`config.mk`:
```
export PLATFORM = sky130hd
export DESIGN_NAME = detector_share_ctrl
export DESIGN_NICKNAME = d
export VERILOG_FILES = /design/src/rtl/detector_share_ctrl.sv
export SDC_FILE = /design/constraint.sdc
export NUM_CORES = 1
export LEC_CHECK = 0
export CORE_MARGIN = 1
export CORE_UTILIZATION = 40
export CTS_BUF_LIST = sky130_fd_sc_hd__clkbuf_8 sky130_fd_sc_hd__clkbuf_16
export DETAILED_ROUTE_END_ITERATION = 7
export PLACE_DENSITY = 0.77
export SYNTH_ARGS = -nofsm -noshare
export SYNTH_HDL_FRONTEND = slang
export SYNTH_SLANG_ARGS = --single-unit
export TNS_END_PERCENT = 1
```
`constraint.sdc`:
```
create_clock -name clock_i -period 1.6 [get_ports clock_i]
set_clock_uncertainty 0.15 [all_clocks]
set_input_delay 0.16 -clock clock_i [delete_from_list [all_inputs] [get_ports clock_i]]
set_output_delay 0.16 -clock clock_i [all_outputs]
set_load 0.005 [all_outputs]
```
`src/rtl/detector_share_ctrl.sv`:
```
// Shares one S0..S3 ones-count detector across N requesters: round-robin grant,
// per-channel private state, read/advance/write-back in a 3-cycle service.
module detector_share_ctrl #(
    parameter int N  = 4,
    parameter int CW = (N > 1) ? $clog2(N) : 1
) (
    input  logic          clock_i,
    input  logic          reset_i,
    input  logic [N-1:0]  req_i,
    input  logic [N-1:0]  ain_i,
    input  logic [N-1:0]  clr_i,
    output logic [N-1:0]  gnt_o,
    output logic          out_valid_o,
    output logic [CW-1:0] out_chan_o,
    output logic          out_hit_o,
    output logic          busy_o
);

    typedef enum logic [1:0] {IDLE, GRANT, UPDATE} ctrl_t;
    typedef enum logic [1:0] {S0, S1, S2, S3} det_t;

    ctrl_t         ctrl_q, ctrl_d;
    logic [CW-1:0] ptr_q, ptr_d;
    logic [CW-1:0] chan_q, chan_d;
    logic          samp_q, samp_d;
    det_t          cur_q, cur_d;

    det_t          ch_state [N];
    det_t          det_next;
    logic          det_hit;

    // Candidate k of the round-robin search is channel (ptr + k) mod N.
    logic [CW-1:0] cand_idx [N];
    logic [N-1:0]  cand_req;
    logic [CW-1:0] sel_idx;

    for (genvar gi = 0; gi < N; gi++) begin : g_cand
        logic [CW:0] sum_w;
        assign sum_w         = {1'b0, ptr_q} + (CW+1)'(gi);
        assign cand_idx[gi]  = (sum_w >= (CW+1)'(N)) ? CW'(sum_w - (CW+1)'(N))
                                                     : sum_w[CW-1:0];
        assign cand_req[gi]  = req_i[cand_idx[gi]];
    end

    always_comb begin
        sel_idx = ptr_q;
        for (int k = N - 1; k >= 0; k--) begin
            if (cand_req[k]) begin
                sel_idx = cand_idx[k];
            end
        end
    end

    // Shared detector: only a 1 sample advances; S3 restarts the count at S1.
    always_comb begin
        det_next = cur_q;
        if (samp_q) begin
            case (cur_q)
                S0:      det_next = S1;
                S1:      det_next = S2;
                S2:      det_next = S3;
                default: det_next = S1;
            endcase
        end
        det_hit = (cur_q == S2) && samp_q;
    end

    // Per-channel state; a clear in the write-back cycle overrides the write.
    for (genvar gi = 0; gi < N; gi++) begin : g_chan
        det_t st_q;
        always_ff @(posedge clock_i or posedge reset_i) begin
            if (reset_i) begin
                st_q <= S0;
            end else if (clr_i[gi]) begin
                st_q <= S0;
            end else if ((ctrl_q == UPDATE) && (chan_q == CW'(gi))) begin
                st_q <= det_next;
            end
        end
        assign ch_state[gi] = st_q;
    end

    always_ff @(posedge clock_i or posedge reset_i) begin
        if (reset_i) begin
            ctrl_q <= IDLE;
            ptr_q  <= '0;
            chan_q <= '0;
            samp_q <= 1'b0;
            cur_q  <= S0;
        end else begin
            ctrl_q <= ctrl_d;
            ptr_q  <= ptr_d;
            chan_q <= chan_d;
            samp_q <= samp_d;
            cur_q  <= cur_d;
        end
    end

    always_comb begin
        ctrl_d      = ctrl_q;
        ptr_d       = ptr_q;
        chan_d      = chan_q;
        samp_d      = samp_q;
        cur_d       = cur_q;
        gnt_o       = '0;
        out_valid_o = 1'b0;
        out_chan_o  = '0;
        out_hit_o   = 1'b0;
        case (ctrl_q)
            IDLE: begin
                if (|req_i) begin
                    chan_d = sel_idx;
                    samp_d = ain_i[sel_idx];
                    ctrl_d = GRANT;
                end
            end
            GRANT: begin
                gnt_o[chan_q] = 1'b1;
                cur_d         = ch_state[chan_q];
                ctrl_d        = UPDATE;
            end
            UPDATE: begin
                out_valid_o = 1'b1;
                out_chan_o  = chan_q;
                out_hit_o   = det_hit;
                ptr_d       = (chan_q == CW'(N - 1)) ? '0 : chan_q + 1'b1;
                ctrl_d      = IDLE;
            end
            default: ctrl_d = IDLE;
        endcase
    end

    assign busy_o = (ctrl_q != IDLE);

endmodule

```
==> Word-level counts from Yosys, hierarchy flattened <==
Cells that the tools add are included.
{ "classes": {"n_addsub": 8, "order_cmp": 12, "n_eq_ne": 8, "mux": 40, "n_bitwise": 1, "n_reduce_logical": 15} }
{ "op_table": {"columns": ["cell", "count"], "rows": [
  ["$mux 2", 22],
  ["$lt 2x3->1 const B", 6],
  ["$ge 3x3->1 const B", 4],
  ["$bmux 1 s2", 5],
  ["$reduce_bool 2->1", 5],
  ["$eq 2x2->1 const B", 4],
  ["$mux 1", 8],
  ["$pmux 2 s2", 2],
  ["$sub 2x1->2 const B", 4],
  ["$add 2x2->3 const B", 2],
  ["$eq 2x1->1 const B", 3],
  ["$logic_and 1x1->1", 6],
  ["$bmux 2 s2", 1],
  ["$logic_not 2->1", 2],
  ["$mux 4", 1],
  ["$reduce_or 4->1", 1],
  ["$add 2x1->3 const B", 1],
  ["$ge 2x3->1 const B", 1],
  ["$not 2->3", 1],
  ["$add 2x1->2 const B", 1],
  ["$demux 1 s2", 1],
  ["$ge 2x1->1 const B", 1],
  ["$ne 2x2->1 const B", 1],
  ["$reduce_and 2->1", 1]
]} }
{ "word_totals": {"regBits": 17, "input_bits": 14, "out_inout_bits": 9, "elab_cells": 93} }

==> Longest topological paths before layout <==
{ "depth": {"word_depth": 11, "ltp_mapped": 5, "mapped_depth_nobuf": 5} }

==> Worst setup path after synthesis <==
Ideal clock, no wire load.
{ "synth_timing": {"kind": "register to register", "startpoint": "register ptr_q[1]", "endpoint": "register samp_q", "arrival_ps": 1505, "required_time_ps": 1325, "path_slack_ps": -180, "path_stages_with_launch": 6, "synth_period_minus_slack_ps": 1780, "path_cell_list": "dfrtp_1 -> inv_1 -> a21oi_1 -> o221ai_2 -> mux4_2 -> mux2_4"} }
{ "synth_via": {"elab_chain_cells": 11, "elab_cells_between_ends": 29} }
{ "synth_lines": {"columns": ["element", "line_no", "rtl"], "rows": [
  ["start, declared", "23", "logic [CW-1:0] ptr_q, ptr_d;"],
  ["start signal, assigned", "92", "ptr_q <= ptr_d;"],
  ["$add 2x2->3", "39", "assign sum_w = {1'b0, ptr_q} + (CW+1)'(gi);"],
  ["$ge 3x3->1 or $sub 2x1->2 (tied branches)", "40", "assign cand_idx[gi] = (sum_w >= (CW+1)'(N)) ? CW'(sum_w - (CW+1)'(N))"],
  ["$mux 2", "40", null],
  ["$bmux 1 s2", "42", "assign cand_req[gi] = req_i[cand_idx[gi]];"],
  ["$mux 1 (not written as such)", "42", null],
  ["$mux 2 (3 in series)", "48", "if (cand_req[k]) begin"],
  ["$mux 2 *", "48", null],
  ["$bmux 1 s2 *", "113", "samp_d = ain_i[sel_idx];"],
  ["$mux 1 (not written as such) *", "113", null],
  ["end signal, assigned", "94", "samp_q <= samp_d;"],
  ["end, declared", "25", "logic samp_q, samp_d;"]
]} }
Mark *: on every way between the ends. The rest lies on a longest branch, timed or not. The select of a mux whose other input is x is not followed.
A chain may end at the register's enable or synchronous reset.

==> Worst setup path after layout <==
Ends and elaborated chain as after synthesis.

==> out/results.txt <==
Post-DP HPWL - 1.931 mm
Mapped Nets - 126
Outcome - finished with violations
Post-synthesis adder-cell area fraction - 7.624%
Period minus WS final - 1.854 ns
Die Area - 2664 um2
Total core area - 2276 um2
Max-Cap Viols - 0
Starting DRT DRC Count - 13
Slew Limit Fails - 0
Post-synthesis xor/xnor area fraction - 0%
CTS root buffer - clkbuf_8
NetSw - 0.9489 mW
CP required - 1.59 ns
CP Max Fanout - 3
YS warnings - 0
GRT Util Overall - 23.79%
Clock insertion delay at the later pin of the skew report - 0.25 ns
Main combinational cell family by area after synthesis - simple AND/OR/NAND/NOR gates
Slew HR - 82.36%
Port Buffers - 22
Endpoints failing setup - 4
Pwr Total - 2.480 mW
First-pass GRT wire length - 4.485 mm
Combinational share of power - 59.7%
RSZ-0062 raised after global routing - yes
Clock network fraction of design power - 13.3%
CTS tree - yes
Pint - 1.531 mW
Vias in the first global route - 958
Leakage - 0.7196 nW
Compound-Gate Fraction of Synth Area - 14.61%
CP arrival - 1.85 ns
Simple-gate share of the synthesized area - 21.35%
Vias/cell - 5.245
Post-Place Setup Slack - -0.6245 ns
Final net count - 181
Final WL - 2.933 mm
Failing checks - setup timing
# IOs - 23
Commonest non-fill, non-tap cell in the layout - buf_4
Post-synthesis mux area share - 9.403%
Rows - 17
Clock slew at reported path FFs - 0.07 ns
Highest Clock Rate - 539.3 MHz
Power per cell area - 1599 nW/um2
Initial Util - 43.27%
Fill cells - 175
CTS Sinks - 17
Cells after synthesis - 106
Via count - 986
# diodes - 0
Period utilisation layout - 115.9%
Syn avg cell area - 9.290 um2
Final setup margin - -0.2542 ns
Antenna viol nets, final - 0
Switching part of the total - 38.26%
Sequential area share after synthesis - 43.20%
Pin count of the biggest net entering global routing - 18
Gr ovfl total - 0
Initial antenna violation count - 0
Hold Crit Class - in -> async
Post-Syn Area - 984.7 um2
Worst-Margin Slew - 0.2619 ns
Chip width - 51.62 um
Register share of total power - 27.0%
WL/cell - 15.60 um
Die Ht - 51.62 um
Post-synthesis register bit count - 17
Final hold vios - 0
Post-route setup TNS - -0.3615 ns
Area Growth Syn to Fin - 57.56%
Crit end category - flop
Critical Path Source Type - flop
Htree depth - 1
Residual DRC count - 0
Tightest hold margin - 0.06811 ns
DR pass1 iterations - 4
Worst vdd ir - 0.001192 V
Share of cells above drive strength 1 - 43.75%
Commonest non-fill, non-tap cells in the layout - 27 x buf_4, 17 x dfrtp_1, 15 x nand2_1, 9 x clkdlybuf4s50_1, 8 x nand3_1
Post-synth cell types - 22
Placer Congestion - 0.7975
Maximum clock insertion buffer count - 2
Critical path type - reg -> reg
Num CTS Buffers - 3
==> metal layers <==
metal  global-route usage, %  part of all wire [%]  wire, um
met1                   29.00                    41      1194
met2                   39.83                    52      1529
met3                   3.509                   4.2       123
met4                   13.51                   2.9        86
met5                       0                     0         0
==> state kept, by name (all words and copies together), names as in the netlist <==
name,cells
g_chan.st_q,8
samp_q,1
chan_q,2
ptr_q,2
cur_q,2
ctrl_q,2
==> layout make-up <==
type | instances | area (um2) | area share (%)
tap | 28 | 35.03 | 2.258
clock inverter | 1 | 5.005 | 0.3226
multi-input combinational | 79 | 589.3 | 37.98
sequential | 17 | 425.4 | 27.42
timing repair buffer | 53 | 429.2 | 27.66
clock buffer | 3 | 41.29 | 2.661
inverter | 7 | 26.28 | 1.694
==> metrics by stage <==
stage          cell area [um2]  cells  util, %
2_1_floorplan            988.4    106        -
3_3_place_gp              1398    175    61.41
3_5_place_dp              1398    175    61.41
4_1_cts                   1520    187    66.79
5_1_grt                   1551    188    68.17
6_report                  1551    188    68.17
==> repair_timing <==
| item | 4_1_cts | 5_1_grt |
|---|---|---|
| hold buffers | 0 | 0 |
| pin swaps | 1 | 3 |
| gates resized for setup | 31 | 23 |
| setup buffers | 8 | 1 |
| endpoints found under the setup margin | 10 | 17 |
==> logic make-up after synthesis <==
| group | count (synthesis) |
|---|---|
| adder cells (fa/ha/maj) | 6 |
| AO/OA/AOI/OAI | 24 |
| flip-flops | 17 |
| multiplexers | 5 |
| buffers and inverters | 10 |
| AND/OR/NAND/NOR | 44 |
==> critical path: stages, from the launching register on <==
cell and delay, ns:
dfrtp_1 0.40, inv_2 0.09, a21oi_2 0.06, o221ai_2 0.24, mux4_2 0.53, mux2_4 0.26
==> synth_stat cells <==
library cell | instances | area (um2)
inv_1 | 7 | 26.28
o221ai_2 | 1 | 15.01
o21ai_0 | 8 | 40.04
mux4_2 | 3 | 67.56
nor2_2 | 1 | 6.260
a21o_2 | 1 | 8.760
a21oi_1 | 12 | 60.06
and2_1 | 6 | 37.54
or2_2 | 1 | 6.260
mux2_4 | 1 | 15.01
and3_1 | 1 | 6.260
clkbuf_1 | 3 | 11.26
nand2_1 | 18 | 67.56
dfrtp_1 | 17 | 425.4
nor2b_1 | 4 | 25.02
nand3_1 | 8 | 40.04
nor2_1 | 4 | 15.01
o21ai_1 | 1 | 5.000
ha_1 | 6 | 75.07
or3_1 | 1 | 6.260
mux2i_1 | 1 | 10.01
a2bb2oi_2 | 1 | 15.01
==> final timing paths <==
| kind | start | to | slack (ns) | cells past startpoint |
|---|---|---|---|---|
| worst min register to register | g_chan[1].st_q[1] | g_chan[1].st_q[1] | 0.38 | 2 |
| max in group asynchronous | reset_i | g_chan[2].st_q[0] | 1.04 | 3 |
| worst max register to register | ptr_q[1] | samp_q | -0.25 | 5 |
| min in group clock_i | clr_i[3] | g_chan[3].st_q[1] | 0.32 | 2 |
| worst max-delay path | ptr_q[1] | samp_q | -0.25 | 5 |
| worst min-delay path | reset_i | cur_q[0] | 0.07 | 3 |
==> power groups by stage <==
stage | Clock, mW | Sequential, mW | Combinational, mW
2_1_floorplan | 0 | 0.653 | 0.578
3_3_place_gp | 0 | 0.666 | 1.15
3_5_place_dp | 0 | 0.670 | 1.19
4_1_cts | 0.332 | 0.654 | 1.36
5_1_grt | 0.360 | 0.681 | 1.59
6_report | 0.329 | 0.669 | 1.48
(Power assumes the default switching activity.)
